File: src/rtl/datapath_sequencer_if.sv
// Handshake and datapath-control bundle for datapath_sequencer.
// The retired_count signal exists only when SEQ_PERF_COUNT_EN is defined.
interface datapath_sequencer_if #(
    parameter int INSTR_W    = 32,
    parameter int REG_ADDR_W = 5,
    parameter int CTRL_W     = 4,
    parameter int CNT_W      = 32
);
    logic                  instr_valid;
    logic [INSTR_W-1:0]    instr;
    logic                  instr_ready;
    logic [REG_ADDR_W-1:0] read_reg1;
    logic [REG_ADDR_W-1:0] read_reg2;
    logic [REG_ADDR_W-1:0] write_reg;
    logic [CTRL_W-1:0]     alu_control;
    logic                  write_on_register;
    logic                  zero_flag;
    logic                  done_valid;
    logic                  done_ready;
    logic                  done_zero;
    logic                  done_illegal;
    logic                  busy;
`ifdef SEQ_PERF_COUNT_EN
    logic [CNT_W-1:0]      retired_count;
`endif

    // slave is the sequencer; master is the instruction source, datapath and status consumer
    modport slave (
`ifdef SEQ_PERF_COUNT_EN
        output retired_count,
`endif
        input  instr_valid, instr, zero_flag, done_ready,
        output instr_ready, read_reg1, read_reg2, write_reg, alu_control,
        output write_on_register, done_valid, done_zero, done_illegal, busy
    );

    modport master (
`ifdef SEQ_PERF_COUNT_EN
        input  retired_count,
`endif
        output instr_valid, instr, zero_flag, done_ready,
        input  instr_ready, read_reg1, read_reg2, write_reg, alu_control,
        input  write_on_register, done_valid, done_zero, done_illegal, busy
    );
endinterface

File: src/rtl/datapath_sequencer.sv
// One-at-a-time R-type sequencer in front of the register-file/ALU datapath.
// Optional feature: define SEQ_PERF_COUNT_EN to add the retired-instruction counter.
module datapath_sequencer #(
    parameter int INSTR_W    = 32,
    parameter int REG_ADDR_W = 5,
    parameter int CTRL_W     = 4,
    parameter int CNT_W      = 32
) (
    input logic                  clk,
    input logic                  reset,
    datapath_sequencer_if.slave  bus
);
    localparam logic [1:0] IDLE = 2'd0;
    localparam logic [1:0] EXEC = 2'd1;
    localparam logic [1:0] DONE = 2'd2;
    localparam logic [6:0] OPCODE_R = 7'b0110011;

    logic [1:0]            state;
    logic [1:0]            state_next;
    logic                  accept;
    logic                  done_fire;
    logic [CTRL_W-1:0]     alu_dec;
    logic                  legal_dec;
    logic [REG_ADDR_W-1:0] rs1_q;
    logic [REG_ADDR_W-1:0] rs2_q;
    logic [REG_ADDR_W-1:0] rd_q;
    logic [CTRL_W-1:0]     alu_q;
    logic                  legal_q;
    logic                  zero_q;
    logic                  illegal_q;

    assign accept    = bus.instr_valid & bus.instr_ready;
    assign done_fire = (state == DONE) & bus.done_ready;

    always_comb begin
        alu_dec   = '0;
        legal_dec = 1'b0;
        if (bus.instr[6:0] == OPCODE_R) begin
            legal_dec = 1'b1;
            case ({bus.instr[31:25], bus.instr[14:12]})
                {7'b0000000, 3'b000}: alu_dec = CTRL_W'(4'b0010);
                {7'b0100000, 3'b000}: alu_dec = CTRL_W'(4'b0110);
                {7'b0000000, 3'b111}: alu_dec = CTRL_W'(4'b0000);
                {7'b0000000, 3'b110}: alu_dec = CTRL_W'(4'b0001);
                {7'b0000000, 3'b100}: alu_dec = CTRL_W'(4'b0011);
                {7'b0000000, 3'b010}: alu_dec = CTRL_W'(4'b0111);
                {7'b0000000, 3'b001}: alu_dec = CTRL_W'(4'b1000);
                {7'b0000000, 3'b101}: alu_dec = CTRL_W'(4'b1001);
                {7'b0100000, 3'b101}: alu_dec = CTRL_W'(4'b1010);
                default: begin
                    alu_dec   = '0;
                    legal_dec = 1'b0;
                end
            endcase
        end
    end

    always_comb begin
        state_next = state;
        case (state)
            IDLE:    if (accept) state_next = EXEC;
            EXEC:    state_next = DONE;
            DONE:    if (bus.done_ready) state_next = IDLE;
            default: state_next = IDLE;
        endcase
    end

    always_ff @(posedge clk or negedge reset) begin
        if (!reset) begin
            state <= IDLE;
        end else begin
            state <= state_next;
        end
    end

    // Decode happens at acceptance so EXEC drives purely from registers
    always_ff @(posedge clk or negedge reset) begin
        if (!reset) begin
            rs1_q   <= '0;
            rs2_q   <= '0;
            rd_q    <= '0;
            alu_q   <= '0;
            legal_q <= 1'b0;
        end else if (accept) begin
            rs1_q   <= bus.instr[19:15];
            rs2_q   <= bus.instr[24:20];
            rd_q    <= bus.instr[11:7];
            alu_q   <= alu_dec;
            legal_q <= legal_dec;
        end
    end

    always_ff @(posedge clk or negedge reset) begin
        if (!reset) begin
            zero_q    <= 1'b0;
            illegal_q <= 1'b0;
        end else if (state == EXEC) begin
            zero_q    <= bus.zero_flag;
            illegal_q <= ~legal_q;
        end
    end

`ifdef SEQ_PERF_COUNT_EN
    logic [CNT_W-1:0] retired_q;

    always_ff @(posedge clk or negedge reset) begin
        if (!reset) begin
            retired_q <= '0;
        end else if (done_fire && !illegal_q) begin
            retired_q <= retired_q + 1'b1;
        end
    end

    assign bus.retired_count = retired_q;
`endif

    assign bus.instr_ready       = (state == IDLE);
    assign bus.busy              = (state != IDLE);
    assign bus.done_valid        = (state == DONE);
    assign bus.done_zero         = zero_q;
    assign bus.done_illegal      = illegal_q;
    assign bus.read_reg1         = rs1_q;
    assign bus.read_reg2         = rs2_q;
    assign bus.write_reg         = rd_q;
    assign bus.alu_control       = alu_q;
    assign bus.write_on_register = (state == EXEC) & legal_q & (rd_q != '0);
endmodule
File: src/flat_wrapper.sv
// flat-port wrapper written by rule: the top's interface ports become plain ports
module datapath_sequencer_flat 
#(
    parameter int INSTR_W    = 32,
    parameter int REG_ADDR_W = 5,
    parameter int CTRL_W     = 4,
    parameter int CNT_W      = 32
)
  (clk, reset, bus_instr_valid, bus_instr, bus_zero_flag, bus_done_ready, bus_instr_ready, bus_read_reg1, bus_read_reg2, bus_write_reg, bus_alu_control, bus_write_on_register, bus_done_valid, bus_done_zero, bus_done_illegal, bus_busy);
  datapath_sequencer_if #(.INSTR_W(INSTR_W), .REG_ADDR_W(REG_ADDR_W), .CTRL_W(CTRL_W), .CNT_W(CNT_W)) bus_i ();
  input logic clk;
  input logic reset;
  input wire logic [$bits(bus_i.instr_valid)-1:0] bus_instr_valid;
  input wire logic [$bits(bus_i.instr)-1:0] bus_instr;
  input wire logic [$bits(bus_i.zero_flag)-1:0] bus_zero_flag;
  input wire logic [$bits(bus_i.done_ready)-1:0] bus_done_ready;
  output wire logic [$bits(bus_i.instr_ready)-1:0] bus_instr_ready;
  output wire logic [$bits(bus_i.read_reg1)-1:0] bus_read_reg1;
  output wire logic [$bits(bus_i.read_reg2)-1:0] bus_read_reg2;
  output wire logic [$bits(bus_i.write_reg)-1:0] bus_write_reg;
  output wire logic [$bits(bus_i.alu_control)-1:0] bus_alu_control;
  output wire logic [$bits(bus_i.write_on_register)-1:0] bus_write_on_register;
  output wire logic [$bits(bus_i.done_valid)-1:0] bus_done_valid;
  output wire logic [$bits(bus_i.done_zero)-1:0] bus_done_zero;
  output wire logic [$bits(bus_i.done_illegal)-1:0] bus_done_illegal;
  output wire logic [$bits(bus_i.busy)-1:0] bus_busy;
  assign bus_i.instr_valid = bus_instr_valid;
  assign bus_i.instr = bus_instr;
  assign bus_i.zero_flag = bus_zero_flag;
  assign bus_i.done_ready = bus_done_ready;
  assign bus_instr_ready = bus_i.instr_ready;
  assign bus_read_reg1 = bus_i.read_reg1;
  assign bus_read_reg2 = bus_i.read_reg2;
  assign bus_write_reg = bus_i.write_reg;
  assign bus_alu_control = bus_i.alu_control;
  assign bus_write_on_register = bus_i.write_on_register;
  assign bus_done_valid = bus_i.done_valid;
  assign bus_done_zero = bus_i.done_zero;
  assign bus_done_illegal = bus_i.done_illegal;
  assign bus_busy = bus_i.busy;
  datapath_sequencer #(.INSTR_W(INSTR_W), .REG_ADDR_W(REG_ADDR_W), .CTRL_W(CTRL_W), .CNT_W(CNT_W)) u_core (.clk(clk), .reset(reset), .bus(bus_i));
endmodule
File: config.mk
export PLATFORM = sky130hd
export DESIGN_NAME = datapath_sequencer_flat
export DESIGN_NICKNAME = d
export VERILOG_FILES = /design/src/rtl/datapath_sequencer_if.sv /design/src/rtl/datapath_sequencer.sv /design/src/flat_wrapper.sv
export SDC_FILE = /design/constraint.sdc
export NUM_CORES = 1
export LEC_CHECK = 0
export CORE_ASPECT_RATIO = 0.8
export CORE_MARGIN = 5
export CORE_UTILIZATION = 36
export CTS_BUF_LIST = sky130_fd_sc_hd__clkbuf_8
export CTS_CLUSTER_DIAMETER = 150
export CTS_CLUSTER_SIZE = 25
export DETAILED_ROUTE_END_ITERATION = 8
export GPL_TIMING_DRIVEN = 1
export PLACE_DENSITY = 0.83
export SLEW_MARGIN = 20
export SYNTH_ARGS = -nofsm -noshare
export SYNTH_HDL_FRONTEND = slang
export SYNTH_SLANG_ARGS = --single-unit
File: constraint.sdc
create_clock -name clk -period 3.4 [get_ports clk]
set_input_delay 0.51 -clock clk [delete_from_list [all_inputs] [get_ports clk]]
set_output_delay 0.51 -clock clk [all_outputs]
set_load 0.02 [all_outputs]
==> impl_metrics.csv <==
group,metric,value,unit
global_routing,overflow,0,
synth,synthDistinctLibCells,27,
drt,final_antenna_net_count,0,
sta,max_freq,415,MHz
drt,wire_per_inst,13.2,um
clock_network,cts_sinks,24,
worst_setup_path,crit_path_max_incr_delay,0.54,ns
clock_network,hold_buffers,0,
cells_and_area,mostFrequentLayoutCells,"clkdlybuf4s50_1, nand2_1, dfrtp_1",
synth,synth_area_per_cell,9.05,um^2
sta,finalSetupViolations,0,
cells_and_area,n_antenna_cell,0,
sta,period_minus_slack,2.41,ns
die,die_area,0.00413,mm^2
cells_and_area,drive_gt1_share,3.98,%
clock_network,cts_buffers,3,
sta,drv_slew,0,
worst_setup_path,critPathCaptureType,"output port",
synth,netlist_area,0.00106,mm^2
worst_setup_path,path_cells,"or4_1 -> nor2_1 -> nor3b_1 -> clkdlybuf4s50_1",
cells_and_area,area_growth,66.1,%
drt,dr.pass1.iters,4,
worst_setup_path,cpMaxStageDelayCell,"clkdlybuf4s50_1",
global_routing,grt_pass1_vias,968,
drt,drtIter0Drc,32,
pwr,ir_worst_vdd,0.000447,V
sta,clock_skew,0.0110,ns
outcome,status,"finished clean",
placement,hpwl,2270,um
drt,vias_per_cell,4.62,
die,rows,17,
die,pin_count,62,
pwr,p_leak,0.000802,uW
sta,rsz0062_at_grt,"false",
sta,tightest_slew,0.833,ns
drt,vias,989,
min_path,min_path_type,"input pin to asynchronous set/reset pin",
clock_network,cts_root_buf,"clkbuf_8",
placement,numPlacedInstances,210,
cells_and_area,final_common_cell,"clkdlybuf4s50_1",
sta,fin_crit_sh,70.9,%
synth,ys_seq_elements,24,
synth,synthCells,117,
pwr,powerDensity,766,mW/mm^2
global_routing,grt_pass1_wl,4460,um
clock_network,cts_tree,"done",
synth,synth_nets,154,
clock_network,clk_path_buf_depth,2,
global_routing,grt_max_degree,27,
clock_network,cts_setup_buffers,0,
die,coreArea,0.00279,mm^2
clock_network,path_clk_slew,0.09,ns
drt,drcViolationCount,0,
global_routing,antenna_found_initial,0,
worst_setup_path,critPathKind,"register to output port",
die,start_util,38.0,%
sta,setup_tns,0,ns
worst_setup_path,cp_top_family,"simple AND/OR/NAND/NOR gates",
clock_network,ctsResizeCount,0,
synth,yosysWarningCount,0,
placement,globalplace.congestion,0.731,
die,die_x,70.6,um
flow_run,maxCapViolations,0,
worst_setup_path,crit_path_max_fanout,3,
worst_setup_path,arrival,1.90,ns
clock_network,clock_latency,0.27,ns
synth,ys_seq_area_share,56.7,%
clock_network,htreeDepth,1,
cells_and_area,fin_util,63.1,%
drt,drt_wl_total,2820,um
placement,io_buffers,61,
sta,relSlewSlack,44.4,%
global_routing,track_usage,13.7,%
worst_setup_path,start_kind,"register",
die,dieHeight,58.5,um
worst_setup_path,crit_required,2.89,ns
cells_and_area,fin_cells,214,
worst_setup_path,critPathBufInv,1,
sta,holdWs,0.204,ns
pwr,total_power,1350,uW
cells_and_area,nets,214,
sta,hold_viol,0,
==> per-stage QoR <==
| stage | setup slack (ns) | cell area, um^2 |
|---|---|---|
| finish | 0.988 | 1760 |
| CTS | 0.970 | 1760 |
| global route | 0.903 | 1760 |
| detailed placement | 0.921 | 1690 |
| global placement | 0.979 | 1690 |
| floorplan | 1.73 | 1060 |
==> layout make-up <==
cell class,count,area (um^2)
clock inverters,1,30.0
repair buffers,61,606
inverters,4,15.0
fillers,245,1030
well taps,38,47.5
clock buffers,3,41.3
multi-input cells,83,418
flip-flops and latches,24,601
==> metal layers <==
| metal | up-vias | track usage [%] | part of all wire [%] |
|---|---|---|---|
| met5 | - | 0 | 0 |
| met1 | 460 | 14.9 | 40 |
| li1 | 495 | - | - |
| met4 | 0 | 4.02 | 1.0 |
| met3 | 2 | 4.44 | 6.4 |
| met2 | 32 | 25.7 | 53 |
==> cell families after synthesis <==
group           Yosys count  synth area share [%]
buf+inv                  10                  3.78
fa+ha+maj                 1                 0.946
flops                    24                  56.7
compound gates            9                  5.67
mux                       2                  2.01
simple gates             70                  30.0
xor+xnor                  1                 0.828
==> Yosys cell counts (all sizes together) <==
cell / count / share of area (%)
or2: 1 / 0.59
mux2i: 1 / 0.95
o41ai: 2 / 1.7
buf: 2 / 0.95
or3b: 1 / 0.83
mux2: 1 / 1.1
inv: 4 / 1.4
nor2b: 2 / 1.2
and3b: 1 / 0.83
dfrtp: 24 / 57
o21a: 2 / 1.4
nor2: 3 / 1.1
nand4: 1 / 0.59
xnor2: 1 / 0.83
nor4bb: 1 / 0.95
nor3b: 1 / 0.71
o31ai: 1 / 0.71
maj3: 1 / 0.95
clkbuf: 4 / 1.4
nor4: 1 / 0.59
nand2b: 2 / 1.2
nand4b: 1 / 0.83
o21ai: 4 / 1.9
or4: 3 / 2.1
nor3: 1 / 0.47
nand2: 51 / 18
==> where the power goes <==
group | internal [uW] | switching (uW)
sequential | 393 | 67.4
combinational | 301 | 335
clock | 157 | 91.6
total | 852 | 494
==> final timing paths <==
kind	slack (ns)	depth (start not counted)	to	start
max in group asynchronous	2.83	1	u_core.bus.read_reg2[1]	reset
hold / removal	0.20	1	u_core.bus.done_illegal	reset
setup / recovery	0.99	4	bus_write_on_register	u_core.bus.write_reg[0]
hold reg to reg	0.48	2	u_core.bus.read_reg2[2]	u_core.bus.read_reg2[2]
min in group clk	0.48	2	u_core.bus.read_reg2[2]	u_core.bus.read_reg2[2]
setup reg to reg	1.46	3	u_core.bus.alu_control[2]	u_core.state[1]
(Power assumes the default switching activity.)
